`src/rtl/fp32_multiply_seq_if.sv`:
```
`default_nettype none
// ============================================================================
// Module      : fp32_multiply_seq_if
// Description : Operand/result handshake bundle for the sequential FP32
//               multiplier.
// Revision    : 1.0 - initial release
// ============================================================================
interface fp32_multiply_seq_if;
  logic        inValid;
  logic        inReady;
  logic [31:0] inputA;
  logic [31:0] inputB;
  logic        outValid;
  logic        outReady;
  logic [31:0] out;

  modport master (
    output inValid, inputA, inputB, outReady,
    input  inReady, outValid, out
  );

  modport slave (
    input  inValid, inputA, inputB, outReady,
    output inReady, outValid, out
  );
endinterface
`default_nettype wire

```
`src/rtl/fp32_multiply_seq.sv`:
```
`default_nettype none
// ============================================================================
// Module      : fp32_multiply_seq
// Description : Shift-add FP32 multiplier, one product bit per cycle,
//               truncating rounding, subnormals flushed to zero.
// Revision    : 1.0 - initial release
// ============================================================================
module fp32_multiply_seq #(
  parameter int MANT_BITS = 24,
  parameter int BIAS      = 127
) (
  input  wire logic       clk,
  input  wire logic       resetN,
  fp32_multiply_seq_if.slave bus
);

  localparam int             c_PROD_W = 2 * MANT_BITS;
  localparam int             c_CNT_W  = $clog2(MANT_BITS);
  localparam logic [c_CNT_W-1:0] c_LAST = c_CNT_W'(MANT_BITS - 1);
  localparam logic [9:0]     c_BIAS   = 10'(BIAS);

  localparam logic [1:0] c_IDLE = 2'd0;
  localparam logic [1:0] c_MULT = 2'd1;
  localparam logic [1:0] c_NORM = 2'd2;
  localparam logic [1:0] c_DONE = 2'd3;

  logic [1:0]            r_state;
  logic                  r_sign;
  logic [MANT_BITS-1:0]  r_mantA;
  logic [MANT_BITS-1:0]  r_mantB;
  logic signed [9:0]     r_expSum;
  logic                  r_aInf;
  logic                  r_bInf;
  logic                  r_aZero;
  logic                  r_bZero;
  logic [c_PROD_W-1:0]   r_acc;
  logic [c_CNT_W-1:0]    r_count;
  logic [31:0]           r_out;
  logic                  r_outValid;

  logic [9:0]            w_expSumNext;
  logic [c_PROD_W-1:0]   w_addend;
  logic                  w_carry;
  logic signed [9:0]     w_expFinal;
  logic [MANT_BITS-2:0]  w_frac;
  logic [31:0]           w_result;

  assign w_expSumNext = {2'b00, bus.inputA[30:23]} + {2'b00, bus.inputB[30:23]} - c_BIAS;
  assign w_addend     = {{MANT_BITS{1'b0}}, r_mantA} << r_count;

  // A set top bit means the product lies in [2,4): shift right once more.
  assign w_carry    = r_acc[c_PROD_W-1];
  assign w_expFinal = r_expSum + {9'd0, w_carry};
  assign w_frac     = w_carry ? r_acc[c_PROD_W-2 -: MANT_BITS-1]
                              : r_acc[c_PROD_W-3 -: MANT_BITS-1];

  always_comb begin
    w_result = {r_sign, w_expFinal[7:0], w_frac};
    if ((r_aInf && r_bZero) || (r_bInf && r_aZero)) begin
      w_result = 32'h7FC0_0000;
    end else if (r_aInf || r_bInf) begin
      w_result = {r_sign, 8'hFF, 23'd0};
    end else if (r_aZero || r_bZero) begin
      w_result = {r_sign, 31'd0};
    end else if (w_expFinal >= 10'sd255) begin
      w_result = {r_sign, 8'hFF, 23'd0};
    end else if (w_expFinal <= 10'sd0) begin
      w_result = {r_sign, 31'd0};
    end
  end

  always_ff @(posedge clk or negedge resetN) begin
    if (!resetN) begin
      r_state    <= c_IDLE;
      r_sign     <= 1'b0;
      r_mantA    <= '0;
      r_mantB    <= '0;
      r_expSum   <= '0;
      r_aInf     <= 1'b0;
      r_bInf     <= 1'b0;
      r_aZero    <= 1'b0;
      r_bZero    <= 1'b0;
      r_acc      <= '0;
      r_count    <= '0;
      r_out      <= '0;
      r_outValid <= 1'b0;
    end else begin
      case (r_state)
        c_IDLE: begin
          if (bus.inValid) begin
            r_sign   <= bus.inputA[31] ^ bus.inputB[31];
            r_mantA  <= {1'b1, bus.inputA[22:0]};
            r_mantB  <= {1'b1, bus.inputB[22:0]};
            r_expSum <= w_expSumNext;
            r_aInf   <= (bus.inputA[30:23] == 8'hFF);
            r_bInf   <= (bus.inputB[30:23] == 8'hFF);
            r_aZero  <= (bus.inputA[30:23] == 8'h00);
            r_bZero  <= (bus.inputB[30:23] == 8'h00);
            r_acc    <= '0;
            r_count  <= '0;
            r_state  <= c_MULT;
          end
        end
        c_MULT: begin
          if (r_mantB[r_count]) begin
            r_acc <= r_acc + w_addend;
          end
          if (r_count == c_LAST) begin
            r_state <= c_NORM;
          end else begin
            r_count <= r_count + 1'b1;
          end
        end
        c_NORM: begin
          r_out      <= w_result;
          r_outValid <= 1'b1;
          r_state    <= c_DONE;
        end
        c_DONE: begin
          if (bus.outReady) begin
            r_outValid <= 1'b0;
            r_state    <= c_IDLE;
          end
        end
        default: r_state <= c_IDLE;
      endcase
    end
  end

  assign bus.inReady  = (r_state == c_IDLE);
  assign bus.outValid = r_outValid;
  assign bus.out      = r_out;

endmodule
`default_nettype wire

```
`src/flat_wrapper.sv`:
```
// flat-port wrapper written by rule: the top's interface ports become plain ports
module fp32_multiply_seq_flat 
#(
  parameter int MANT_BITS = 24,
  parameter int BIAS      = 127
)
  (clk, resetN, bus_inValid, bus_inputA, bus_inputB, bus_outReady, bus_inReady, bus_outValid, bus_out);
  fp32_multiply_seq_if bus_i ();
  input  wire logic clk;
  input  wire logic resetN;
  input wire logic [$bits(bus_i.inValid)-1:0] bus_inValid;
  input wire logic [$bits(bus_i.inputA)-1:0] bus_inputA;
  input wire logic [$bits(bus_i.inputB)-1:0] bus_inputB;
  input wire logic [$bits(bus_i.outReady)-1:0] bus_outReady;
  output wire logic [$bits(bus_i.inReady)-1:0] bus_inReady;
  output wire logic [$bits(bus_i.outValid)-1:0] bus_outValid;
  output wire logic [$bits(bus_i.out)-1:0] bus_out;
  assign bus_i.inValid = bus_inValid;
  assign bus_i.inputA = bus_inputA;
  assign bus_i.inputB = bus_inputB;
  assign bus_i.outReady = bus_outReady;
  assign bus_inReady = bus_i.inReady;
  assign bus_outValid = bus_i.outValid;
  assign bus_out = bus_i.out;
  fp32_multiply_seq #(.MANT_BITS(MANT_BITS), .BIAS(BIAS)) u_core (.clk(clk), .resetN(resetN), .bus(bus_i));
endmodule
```
`config.mk`:
```
export PLATFORM = sky130hd
export DESIGN_NAME = fp32_multiply_seq_flat
export DESIGN_NICKNAME = d
export VERILOG_FILES = /design/src/rtl/fp32_multiply_seq_if.sv /design/src/rtl/fp32_multiply_seq.sv /design/src/flat_wrapper.sv
export SDC_FILE = /design/constraint.sdc
export NUM_CORES = 1
export LEC_CHECK = 0
export CORE_MARGIN = 2
export CORE_UTILIZATION = 55
export DETAILED_ROUTE_END_ITERATION = 10
export PLACE_DENSITY = 0.74
export SLEW_MARGIN = 5
export SYNTH_ARGS = -nofsm -noshare
export SYNTH_HDL_FRONTEND = slang
export SYNTH_SLANG_ARGS = --single-unit
```
`constraint.sdc`:
```
create_clock -name clk -period 11 [get_ports clk]
set_clock_uncertainty 0.05 [all_clocks]
set_input_delay 2.2 -clock clk [delete_from_list [all_inputs] [get_ports clk]]
set_output_delay 2.2 -clock clk [all_outputs]
set_load 0.02 [all_outputs]
```
==> impl_metrics.tcl <==
set metrics [dict create \
    cts_tree "done" \
    seq_power_share_pct 23.6 \
    syn_nets 1420 \
    drc 0 \
    cpMostUsedCell "o21ai_0" \
    drt-total-wl_um 29100 \
    final_hold_viol_count 0 \
    cp-end-kind "flop" \
    die_w_um 148 \
    io_buffers 101 \
    switching_power_w 0.00188 \
    cpMaxStageDelayCell "dfrtp_2" \
    dieArea_um2 21900 \
    required_ps 11220 \
    htreeDepth 4 \
    syn_area_per_cell_um2 8.85 \
    fmax_ghz 0.195 \
    outcome "finished clean" \
    cts_buffers 17 \
    max_cap_viol_count 0 \
    syn_inst 1287 \
    vias_per_cell 6.04 \
    num_vias 9737 \
    rsz0062_at_grt "false" \
    cts.sinks 150 \
    ys_ff_latch 150 \
    ctsResizeCount 0 \
    synth_area_um2 11400 \
    cp.arrival_ps 5360 \
    dpl.hpwl_um 21400 \
    min_period_over_period_pct 46.7 \
    drt_iter0_drc 850 \
    area_growth_pct 14.4 \
    final_common_cell "nand2_1" \
    rows 52 \
    fin_setup_tns_ps 0 \
    grt_use_met3_pct 5.62 \
    dp.cells 1582 \
    postCtsHoldBufs 0 \
    grtUsageMet2_pct 43.0 \
    crit_chain "mux2_2 -> o21ai_0 -> o21ai_0 -> o21ai_0 -> o22ai_1 -> ha_1 -> nand3_1 -> or3_1 -> a2111oi_0 -> o211ai_1 -> a21oi_1 -> o22ai_1 -> xor2_1 -> a21oi_1" \
    intPower_w 0.00212 \
    switching_share_pct 47.1 \
    dieHeight_um 148 \
    grt_pass1_wl_um 47400 \
    wire_per_inst_um 18.0 \
    ff_latch_area_um2 3750 \
    overflow 0 \
    firstDrtPassIters 5 \
    pin_count 102 \
    period_needed_ps 5140 \
    ys_seq_area_share_pct 33.0 \
    hold_class "flop to flop" \
    grt-busiest-layer "met2" \
    cts.root.buffer_cell "clkbuf_16" \
    place_congestion 0.967 \
    fill_cells 1734 \
    finalNonFillerCells 1613 \
    final-max-slew-violation-count 0 \
    synth_edf_count 0 \
    power_density_nw_per_um2 307 \
    ys_warn_count 0 \
    post_cts_buffers 0 \
    synth_area_leaders "dfrtp_1, ha_1, mux2_2, mux2i_1, nand2_1" \
    synth_top_area_share_pct 33.0 \
    r2r_slack_ps 5860 \
    synth-async-reset-ratio_pct 100 \
    synth_top_area_cell "dfrtp_1" \
    multi_input_area_um2 7090 \
    clk_pin_slew_worst_paths_ps 70 \
    n_antenna_cell 0 \
    final_antenna_net_count 0 \
    finalNetCount 1464 \
    clkPwrFrac_pct 14.8 \
    antenna_found_initial 0 \
    max_stage_delay_ps 990 \
    worstPathBufferInverterCount 0 \
    grt_start_max_net_pins 85 \
    critPathTopFamily "compound AO/OA/AOI/OAI gates" \
    coreArea_um2 20300 \
    grt_pass1_vias 9403 \
    worst_slew_pin_slew_ps 963 \
    insertion_delay_ps 430 \
    final_cell_mix "nand2_1, dfrtp_1, clkdlybuf4s50_1" \
    power_frac_comb_pct 61.6 \
    synth_top_flop_cell "dfrtp_1" \
    track_usage_pct 26.8 \
    path_max_fanout 40 \
    max-vdd-ir-drop_v 0.000143 \
    start_kind "flop" \
    p_leak_nw 5.65 \
    grt_use_met1_pct 36.3 \
    setup_viol 0 \
    critical_path_class "flop to flop" \
    cts_buffer_depth 2 \
    yosysUniqueCellTypes 78 \
    final_layout_size_suffix_gt1_share_pct 11.0 \
    start_util_pct 56.1 \
    relSlewSlack_pct 35.8 \
]
-- through the flow --
step                instance area [um^2]  total power [W]  util [%]  setup slack [ps]  hold WS, ps
floorplan                          11400          0.00277         -              6740          395
global placement                   12400          0.00332      61.3              6130          410
detailed placement                 12400          0.00335      61.3              6060          435
CTS                                13000          0.00397      64.2              5940          450
global route                       13000          0.00428      64.2              5390          455
finish                             13000          0.00400      64.2              5860          445
-- layout make-up --
type	count	area share [%]
well taps	270	2.59
inverters	50	1.44
clock inverters	11	0.874
multi-input cells	1002	54.4
repair buffers	110	8.29
flip-flops and latches	150	28.8
clock buffers	20	3.58
-- sequential cells by signal (all words and copies together), names as in the netlist --
register             flops
u_core.bus.out          32
u_core.bus.outValid      1
u_core.r_aInf            1
u_core.r_aZero           1
u_core.r_acc            48
u_core.r_bInf            1
u_core.r_bZero           1
u_core.r_count           5
u_core.r_expSum         10
u_core.r_mantA          23
u_core.r_mantB          24
u_core.r_sign            1
u_core.r_state           2
-- worst min-delay path, stage by stage (launching register included) --
cell and delay, ps:
dfrtp_1 360, nand2_1 50, nand2_1 50
-- logic make-up after synthesis --
family | after synthesis | synth area share [%]
compound gates | 341 | 19.3
xor+xnor | 65 | 5.00
fa+ha+maj | 65 | 7.27
buf+inv | 135 | 4.90
flops | 150 | 33.0
mux | 149 | 15.3
simple gates | 382 | 15.2
-- path summary, 6_finish.rpt --
| kind | to | cells after the start | startpoint |
|---|---|---|---|
| worst max-delay path | u_core.r_acc[44] | 14 | u_core.r_count[0] |
| worst min-delay path | u_core.r_acc[2] | 2 | u_core.r_acc[2] |
| worst max register to register | u_core.r_acc[44] | 14 | u_core.r_count[0] |
| worst min register to register | u_core.r_acc[2] | 2 | u_core.r_acc[2] |
| max in group asynchronous | u_core.r_count[0] | 2 | resetN |
| min in group asynchronous | u_core.bus.out[9] | 1 | resetN |
-- synthesized netlist by cell type, drive strengths merged (10+ instances only) --
cell	n
a31oi	13
inv	49
nand2	170
nor3	13
nor2	83
xnor2	36
dfrtp	150
o22ai	37
a21o	39
or3	10
and2	10
mux2	65
mux4	14
a21oi	77
clkbuf	60
mux2i	70
ha	63
buf	25
nand4	20
o21ai	98
nand3	34
xor2	29
-- routing by layer --
metal,vias up,wire [um]
li1,4713,-
met1,4663,13000
met2,310,13500
met3,51,1830
met4,0,709
met5,-,0
-- power groups by stage --
stage | sequential, W | combinational [W] | clock [W]
final | 0.000944 | 0.00246 | 0.000590
after global routing | 0.000969 | 0.00270 | 0.000618
after CTS | 0.000940 | 0.00243 | 0.000597
after detailed placement | 0.000948 | 0.00241 | 0
after global placement | 0.000939 | 0.00238 | 0
after floorplan | 0.000888 | 0.00188 | 0
Note: power is estimated with default switching activity, not from simulation.
==> RTL edit, RTL diff (same settings) <==
Make the reset (`resetN`) synchronous in one clocked block.
--- a/src/rtl/fp32_multiply_seq.sv
+++ b/src/rtl/fp32_multiply_seq.sv
@@ -71,3 +71,3 @@
 
-  always_ff @(posedge clk or negedge resetN) begin
+  always_ff @(posedge clk) begin
     if (!resetN) begin
Behaviour: differs if resetN is asserted again (counterexample within 4 cycles, from zero or initial values and one cycle with resetN low); with resetN held inactive, the same outputs for 10 cycles.
==> RTL edit against the unedited design <==
  * Sequential cell count stayed put
  * Maximum frequency is 2.4% lower
  * Final area is 5.5% lower
  * Non-clock buffer count is 2 lower
  * Sequential share of layout area is 4.4 points lower
  * Area after synthesis is 5.4% lower
  * Worst setup slack worse by 0.13 ns
  * Wire length is 4.3% lower
Power is not compared: it rests on default switching activity, and its combinational part moved more than twofold at a synthesized area within 25%.
==> RTL edit: results (changes against the unedited design) <==
[clock_network]
clock_path_buffers = 2  ; unchanged

[place]
dp_hpwl_mm = 20.6  ; -4.0%
dp_cells = 1640  ; +3.7%
placed_area_um2 = 11700  ; -5.8%
place_ws_ns = 5.59  ; -0.462 ns
gp_congestion = 0.962  ; -0.54%

[synthesis]
synthCells = 1352  ; +5.1%
synth_area_leaders = dfxtp_1 (28%), nand2_1 (7.9%), ha_1 (7.3%), mux2i_1 (5.9%), o21ai_0 (5.3%)
yosysUniqueCellTypes = 74  ; -5.1%
synthArstFlopShare_pct = 0  ; -100 points
ys.flop_type = dfxtp_1
synth_common_cells = nand2_1 (227), dfxtp_1 (150), o21ai_0 (115)
yosysSeqAreaShare_pct = 27.9  ; -5.1 points

[route]
wl_met2_mm = 12.7  ; -6.1%
wirelength_mm = 27.8  ; -4.3%
top_layer_used = met4
drt_iter0_drc = 910  ; +7.1%
vias_per_cell = 5.87  ; -2.7%
route.met3.wl_mm = 1.63  ; -11%
wl_met1_mm = 12.5  ; -3.8%
vias = 9820  ; +0.85%

[sta]
worstMarginPinSlew_ns = 1.07  ; +0.104 ns
clock.fmax_mhz = 190  ; -2.4%

[critical_path]
r2r-end = u_core.r_acc[43]
reg2regPathDepth = 15  ; +1
startpoint = u_core.r_count[1]

[final_layout]
nets = 1527  ; +4.3%

[global_route]
use_met2_pct = 44.1  ; +1.1 points
met1_usage_pct = 34.7  ; -1.6 points
grtUsageMet3_pct = 6.00  ; +0.38 points
grtUsageTotal_pct = 27.0  ; +0.14 points
antenna_found_initial = 0  ; unchanged
grt_pass1_vias = 8948  ; -4.8%

[outcome]
status = complete, no violations

[worst_hold_path]
min_to = u_core.bus.out[9]
hold_path.startpoint = u_core.bus.out[9]

-- RTL edit: cell types whose count changed after synthesis, sizes merged, moves of 31 or more --
cell    before  now
a21boi       2   63
nand2      170  227
dfrtp      150    0
dfxtp        0  150
mux2        65   21
inv         49   18
-- RTL edit: layout make-up --
| class | instances | area [µm²] | area share [%] |
|---|---|---|---|
| Multi-Input combinational cell | 1097 | 7250 | 58.9 |
| Sequential cell | 150 | 3010 | 24.4 |
| Timing Repair Buffer | 108 | 1060 | 8.60 |
| Clock buffer | 17 | 425 | 3.46 |
| Tap cell | 265 | 332 | 2.69 |
| Clock inverter | 15 | 161 | 1.31 |
| Inverter | 20 | 75.1 | 0.610 |
-- RTL edit: power by group --
group,leakage [µW],internal (µW),switching (µW),total (µW)
clock,0.000284,303,277,579
combinational,0.00306,287,459,747
sequential,0.00122,614,76.7,691
total,0.00457,1200,813,2020
-- RTL edit: logic make-up (layout without fill, tap and decap cells) --
logic type / count (synthesis) / after routing / share of synthesized area, %
AOI/OAI and AO/OA: 392 / 392 / 23.2
xor gates and xnor gates: 70 / 70 / 5.69
adders and majority gates: 65 / 65 / 7.69
buffers and inverters: 105 / 160 / 4.88
DFF: 150 / 150 / 27.9
muxes: 97 / 97 / 10.6
and+or+nand+nor: 473 / 473 / 20.1
-- RTL edit: critical path: stages, from the launching register on --
cell       delay (ns)
dfxtp_2          0.96
mux2_2           0.43
o21ai_0          0.24
o21ai_0          0.17
o21ai_0          0.28
o22ai_1          0.16
ha_1             0.42
a21oi_1          0.22
o21ai_0          0.23
a2111oi_0        0.70
o211a_1          0.23
o22ai_2          0.12
o31ai_2          0.44
o21ai_0          0.20
xnor2_1          0.16
o21ai_0          0.08
